File: src/rtl/instr_fetch_if.sv
// Fetch-side bundle: IM address/data, instruction register to decode, redirect and status.
// master = fetch sequencer, slave = core/IM side.
interface instr_fetch_if #(
  parameter int WIDTH = 16
);
  logic             run;
  logic [WIDTH-1:0] im_pc;
  logic [WIDTH-1:0] im_instr;
  logic             ir_valid;
  logic [WIDTH-1:0] ir_data;
  logic [WIDTH-1:0] ir_pc;
  logic             dec_ready;
  logic             redirect_valid;
  logic [WIDTH-1:0] redirect_pc;
  logic             halted;
  logic             fault;

  modport master (
    input  run, im_instr, dec_ready, redirect_valid, redirect_pc,
    output im_pc, ir_valid, ir_data, ir_pc, halted, fault
  );

  modport slave (
    output run, im_instr, dec_ready, redirect_valid, redirect_pc,
    input  im_pc, ir_valid, ir_data, ir_pc, halted, fault
  );
endinterface

File: src/rtl/instr_fetch_ctrl.sv
// PC sequencer + instruction register for a combinational IM; first word valid 1 cycle after FETCH entry.
// IR holds while ir_valid && !dec_ready (PC frozen); only a redirect flush may drop an unaccepted IR.
module instr_fetch_ctrl #(
  parameter int         WIDTH       = 16,
  parameter int         DEPTH       = 16,
  parameter logic [3:0] HALT_OPCODE = 4'hF
) (
  input  logic         clk,
  input  logic         rst,
  instr_fetch_if.master fif
);

  typedef enum logic [2:0] {
    S_IDLE,
    S_FETCH,
    S_HALT_DRAIN,
    S_HALT,
    S_FAULT
  } state_t;

  localparam logic [WIDTH:0] PC_LIMIT = (WIDTH+1)'(2 * DEPTH);

  state_t           state_q, state_d;
  logic [WIDTH-1:0] pc_q;
  logic             ir_valid_q;
  logic [WIDTH-1:0] ir_data_q;
  logic [WIDTH-1:0] ir_pc_q;
  logic             halted_q;
  logic             fault_q;

  logic             redir;
  logic             redir_bad;
  logic             is_halt;
  logic             load;
  logic             drain_done;
  logic             redir_ok;
  logic             redir_fault;
  logic [WIDTH:0]   pc_inc;
  logic [WIDTH-1:0] pc_next;

  // Redirects only matter while fetching or draining a halt.
  assign redir     = fif.redirect_valid && (state_q == S_FETCH || state_q == S_HALT_DRAIN);
  assign redir_bad = fif.redirect_pc[0] || ({1'b0, fif.redirect_pc} >= PC_LIMIT);
  assign is_halt   = (fif.im_instr[WIDTH-1 -: 4] == HALT_OPCODE);
  assign pc_inc    = {1'b0, pc_q} + (WIDTH+1)'(2);
  assign pc_next   = (pc_inc >= PC_LIMIT) ? '0 : pc_inc[WIDTH-1:0];

  always_ff @(posedge clk or posedge rst) begin
    if (rst) begin
      state_q <= S_IDLE;
    end else begin
      state_q <= state_d;
    end
  end

  always_comb begin
    state_d = state_q;
    unique case (state_q)
      S_IDLE: begin
        if (fif.run) state_d = S_FETCH;
      end
      S_FETCH: begin
        if (redir)                state_d = redir_bad ? S_FAULT : S_FETCH;
        else if (load && is_halt) state_d = S_HALT_DRAIN;
      end
      S_HALT_DRAIN: begin
        if (redir)           state_d = redir_bad ? S_FAULT : S_FETCH;
        else if (drain_done) state_d = S_HALT;
      end
      default: state_d = state_q;
    endcase
  end

  always_comb begin
    load        = 1'b0;
    drain_done  = 1'b0;
    redir_ok    = 1'b0;
    redir_fault = 1'b0;
    if (redir) begin
      redir_ok    = !redir_bad;
      redir_fault = redir_bad;
    end else if (state_q == S_FETCH) begin
      load = !ir_valid_q || fif.dec_ready;
    end else if (state_q == S_HALT_DRAIN) begin
      drain_done = ir_valid_q && fif.dec_ready;
    end
  end

  always_ff @(posedge clk or posedge rst) begin
    if (rst) begin
      pc_q       <= '0;
      ir_valid_q <= 1'b0;
      ir_data_q  <= '0;
      ir_pc_q    <= '0;
      halted_q   <= 1'b0;
      fault_q    <= 1'b0;
    end else begin
      if (redir_ok || redir_fault || drain_done) begin
        ir_valid_q <= 1'b0;
      end else if (load) begin
        ir_valid_q <= 1'b1;
        ir_data_q  <= fif.im_instr;
        ir_pc_q    <= pc_q;
      end

      // A halt word parks the PC on itself so nothing past it is fetched.
      if (redir_ok) begin
        pc_q <= fif.redirect_pc;
      end else if (load && !is_halt) begin
        pc_q <= pc_next;
      end

      if (drain_done)  halted_q <= 1'b1;
      if (redir_fault) fault_q  <= 1'b1;
    end
  end

  assign fif.im_pc    = pc_q;
  assign fif.ir_valid = ir_valid_q;
  assign fif.ir_data  = ir_data_q;
  assign fif.ir_pc    = ir_pc_q;
  assign fif.halted   = halted_q;
  assign fif.fault    = fault_q;

endmodule

File: src/flat_wrapper.sv
// flat-port wrapper written by rule: the top's interface ports become plain ports
module instr_fetch_ctrl_flat 
#(
  parameter int         WIDTH       = 16,
  parameter int         DEPTH       = 16,
  parameter logic [3:0] HALT_OPCODE = 4'hF
)
  (clk, rst, fif_run, fif_im_instr, fif_dec_ready, fif_redirect_valid, fif_redirect_pc, fif_im_pc, fif_ir_valid, fif_ir_data, fif_ir_pc, fif_halted, fif_fault);
  instr_fetch_if #(.WIDTH(WIDTH)) fif_i ();
  input  logic clk;
  input  logic rst;
  input wire logic [$bits(fif_i.run)-1:0] fif_run;
  input wire logic [$bits(fif_i.im_instr)-1:0] fif_im_instr;
  input wire logic [$bits(fif_i.dec_ready)-1:0] fif_dec_ready;
  input wire logic [$bits(fif_i.redirect_valid)-1:0] fif_redirect_valid;
  input wire logic [$bits(fif_i.redirect_pc)-1:0] fif_redirect_pc;
  output wire logic [$bits(fif_i.im_pc)-1:0] fif_im_pc;
  output wire logic [$bits(fif_i.ir_valid)-1:0] fif_ir_valid;
  output wire logic [$bits(fif_i.ir_data)-1:0] fif_ir_data;
  output wire logic [$bits(fif_i.ir_pc)-1:0] fif_ir_pc;
  output wire logic [$bits(fif_i.halted)-1:0] fif_halted;
  output wire logic [$bits(fif_i.fault)-1:0] fif_fault;
  assign fif_i.run = fif_run;
  assign fif_i.im_instr = fif_im_instr;
  assign fif_i.dec_ready = fif_dec_ready;
  assign fif_i.redirect_valid = fif_redirect_valid;
  assign fif_i.redirect_pc = fif_redirect_pc;
  assign fif_im_pc = fif_i.im_pc;
  assign fif_ir_valid = fif_i.ir_valid;
  assign fif_ir_data = fif_i.ir_data;
  assign fif_ir_pc = fif_i.ir_pc;
  assign fif_halted = fif_i.halted;
  assign fif_fault = fif_i.fault;
  instr_fetch_ctrl #(.WIDTH(WIDTH), .DEPTH(DEPTH), .HALT_OPCODE(HALT_OPCODE)) u_core (.clk(clk), .rst(rst), .fif(fif_i));
endmodule
File: config.mk
export PLATFORM = sky130hd
export DESIGN_NAME = instr_fetch_ctrl_flat
export DESIGN_NICKNAME = d
export VERILOG_FILES = /design/src/rtl/instr_fetch_if.sv /design/src/rtl/instr_fetch_ctrl.sv /design/src/flat_wrapper.sv
export SDC_FILE = /design/constraint.sdc
export NUM_CORES = 1
export LEC_CHECK = 0
export CAP_MARGIN = 10
export CORE_MARGIN = 3
export CORE_UTILIZATION = 40
export CTS_BUF_LIST = sky130_fd_sc_hd__clkbuf_4 sky130_fd_sc_hd__clkbuf_8
export DETAILED_ROUTE_END_ITERATION = 8
export PLACE_DENSITY_LB_ADDON = 0.2
export SETUP_SLACK_MARGIN = 0.02
export SYNTH_ARGS = -nofsm -noshare
export SYNTH_HDL_FRONTEND = slang
export SYNTH_SLANG_ARGS = --single-unit
File: constraint.sdc
create_clock -name clk -period 2.85 [get_ports clk]
set_input_delay 0.855 -clock clk [delete_from_list [all_inputs] [get_ports clk]]
set_output_delay 0.855 -clock clk [all_outputs]
set_load 0.05 [all_outputs]
==> flow_summary.ini <==
[outcome]
outcome = finished clean

[critical_path]
path_cells = clkdlybuf4s50_1
cpMaxStageDelayCell = clkdlybuf4s50_1
worstPathRequired_ns = 2.00
reg2reg_slack_ns = 0.57
crit_family = buffers and inverters
cp_slowest_stage_delay_ns = 0.88
cp_max_fo = 10
endpoint_kind = primary output
path_buf_inv = 1
path_class = flip-flop to primary output
start_kind = flip-flop
reg2regPathDepth = 6
r2r_start = u_core.fif.im_pc[1]
rr_endpoint = u_core.fif.im_pc[3]
arrival_ns = 1.78

[clocking]
cts_tree = built
clockBufferDepth = 2
cts_num_sinks = 54
cts.clk_slew.worst_paths_ns = 0.09
post_cts_resized = 0
post_cts_buffers = 0
clk_latency_ns = 0.30
root_buffer = clkbuf_8
hold_buffers = 0
cts_max_level = 2
cts_buffers = 5

[yosys]
syn-instance-count = 268
synth_simple_gate_area_share = 0.314
synth-edff-count = 0
synth-async-reset-ratio = 1.00
synth.avg_cell_area_um2 = 9.23
synthXorXnorAreaFrac = 0.0106
synth.cell_area_um2 = 2470
synth_compound_area_frac = 0.0809
yosys_most_used_dff = dfrtp_1
synth_cell_types = 40
synth_mux_area_frac = 0.0172
syn_nets = 306
yosysWarnings = 0
ys_ff_latch = 54
synth_top_family_by_area = simple AND/OR/NAND/NOR gates
ys_seq_area_frac = 0.546
synth_adder_area_share = 0.00506

[cells_and_area]
nFillCells = 540
drive_above_1_share = 0.0672
post-route-util = 0.598
layout.nets = 395
final-instance-count-excl-fill = 432
num_antenna_cells = 0
syn_to_final_growth_pct = 43.8

[routing]
routed_wl_um = 5980
via_per_inst = 4.94
dr.first_iter.drc_count = 124
postRouteAntennaNets = 0
drc = 0
vias = 2134
drt-wirelength-per-cell_um = 13.8
firstDrtPassIters = 4

[pwr]
p_int_uw = 1730
seq_power_share = 0.365
peakVddDrop_mv = 0.589
p_leak_uw = 0.00164
power.switching_uw = 1360
combPwrFrac = 0.468
powerDensity_nw_per_um2 = 868
clkPwrFrac = 0.167
switching_share = 0.439

[placement]
io_buffers = 87
place_hpwl_um = 4310
place_congestion = 0.867
place_inst = 425
place_ws_ns = 0.0896

[floorplan]
initial_core_util = 0.416
die_h_um = 84.7
rows = 28
die_w_um = 84.7
pin_count = 88
die_area_um2 = 7170
coreArea_um2 = 5960

[sta]
period_share = 0.925
fin_ws_ns = 0.214
final_max_slew_viol_count = 0
final-setup-viol-count = 0
hold-worst-slack_ns = 0.478
final.min_clock_period_ns = 2.64
max_slew_margin = 0.351
rsz0062_at_grt = no
worst_slew_pin_slew_ns = 0.974
finClkSkew_ns = 0.00733
setup_tns_ns = 0
finalHoldViolCount = 0
max_freq_mhz = 379

[worst_hold_path]
min_to = u_core.fif.ir_data[3]
worstHoldStart = u_core.fif.ir_data[3]
hp-class = flip-flop to flip-flop
holdPathStages = 2

[run]
maxCapViolCount = 0

[global_route]
grt_use_total = 0.176
antenna_found_initial = 0
first_global_vias = 2163
grt_max_degree = 55
gr-total-overflow = 0
grt_pass1_wl_um = 10300
## power groups by stage
stage | clock (µW) | combinational, µW | sequential (µW)
after CTS | 534 | 1460 | 1130
after global placement | 0 | 1440 | 1130
after floorplan | 0 | 330 | 1740
final | 515 | 1450 | 1130
after global routing | 565 | 1540 | 1160
after detailed placement | 0 | 1460 | 1140
## worst max-delay path by stage
| stage | from | slack, ns | end | depth (start not counted) |
|---|---|---|---|---|
| finish | u_core.fif.im_pc[6] | 0.21 | fif_im_pc[6] | 1 |
| global route | u_core.fif.im_pc[6] | 0.17 | fif_im_pc[6] | 1 |
| CTS | u_core.fif.im_pc[6] | 0.22 | fif_im_pc[6] | 1 |
| detailed placement | fif_redirect_valid | 0.09 | u_core.fif.im_pc[3] | 7 |
| global placement | fif_redirect_valid | 0.14 | u_core.fif.im_pc[1] | 7 |
| floorplan | u_core.fif.im_pc[5] | 0.48 | u_core.fif.im_pc[1] | 6 |
## metrics by stage
stage	instance area (µm²)	power, µW
2_1_floorplan	2470	2070
3_3_place_gp	3450	2570
3_5_place_dp	3450	2600
4_1_cts	3560	3120
5_1_grt	3560	3260
6_report	3560	3090
## cell usage after synthesis (all sizes together) (3+ instances only)
cell type | count | area share
a21oi | 7 | 0.014
a31oi | 3 | 0.0076
and2 | 13 | 0.033
buf | 4 | 0.0076
clkbuf | 6 | 0.0096
dfrtp | 54 | 0.55
inv | 6 | 0.0091
nand2 | 100 | 0.15
nand2b | 6 | 0.015
nand3 | 10 | 0.031
nand4 | 6 | 0.015
nor2 | 9 | 0.014
nor2b | 4 | 0.010
nor3 | 3 | 0.0061
nor4 | 6 | 0.021
o21ai | 8 | 0.016
xor2 | 3 | 0.011
## layout by cell type, fill, tap and decap left out, drive strengths merged, types with 6 or more instances in the layout
master and n:
a21oi 7, and2 13, clkbuf 6, clkdlybuf4s50 87
dfrtp 54, inv 6, nand2 100, nand2b 6
nand3 10, nand4 6, nor2 9, nor4 6
o21ai 8
## logic make-up after synthesis
kind of cell    count (synthesis)
buf+inv                        16
fa+ha+maj                       1
compound gates                 28
simple gates                  162
flops                          54
mux                             4
xor+xnor                        3
## tightest hold or removal path, stage by stage (launching register included)
cell,delay (ns)
dfrtp_1,0.35
nand2_1,0.05
nand2_1,0.05
## final cells by class
class / instances / area [µm²] / share of cell area
inverter: 6 / 22.5 / 0.00633
multi-input combinational: 198 / 1060 / 0.297
sequential: 54 / 1350 / 0.380
timing repair buffer: 92 / 921 / 0.259
clock inverter: 1 / 30.0 / 0.00844
tap: 75 / 93.8 / 0.0264
clock buffer: 6 / 82.6 / 0.0232
## state kept, by name (all words and copies together) (netlist names)
signal	cells
u_core.fif.ir_valid	1
u_core.fif.halted	1
u_core.fif.ir_data	16
u_core.fif.im_pc	16
u_core.state_q	3
u_core.fif.fault	1
u_core.fif.ir_pc	16
## per-layer routing
layer	share of wire	global-route usage
met5	0	0
met4	0.010	0.0432
met2	0.51	0.302
met3	0.039	0.0383
met1	0.44	0.228
Power figures use the tool's default switching activity.
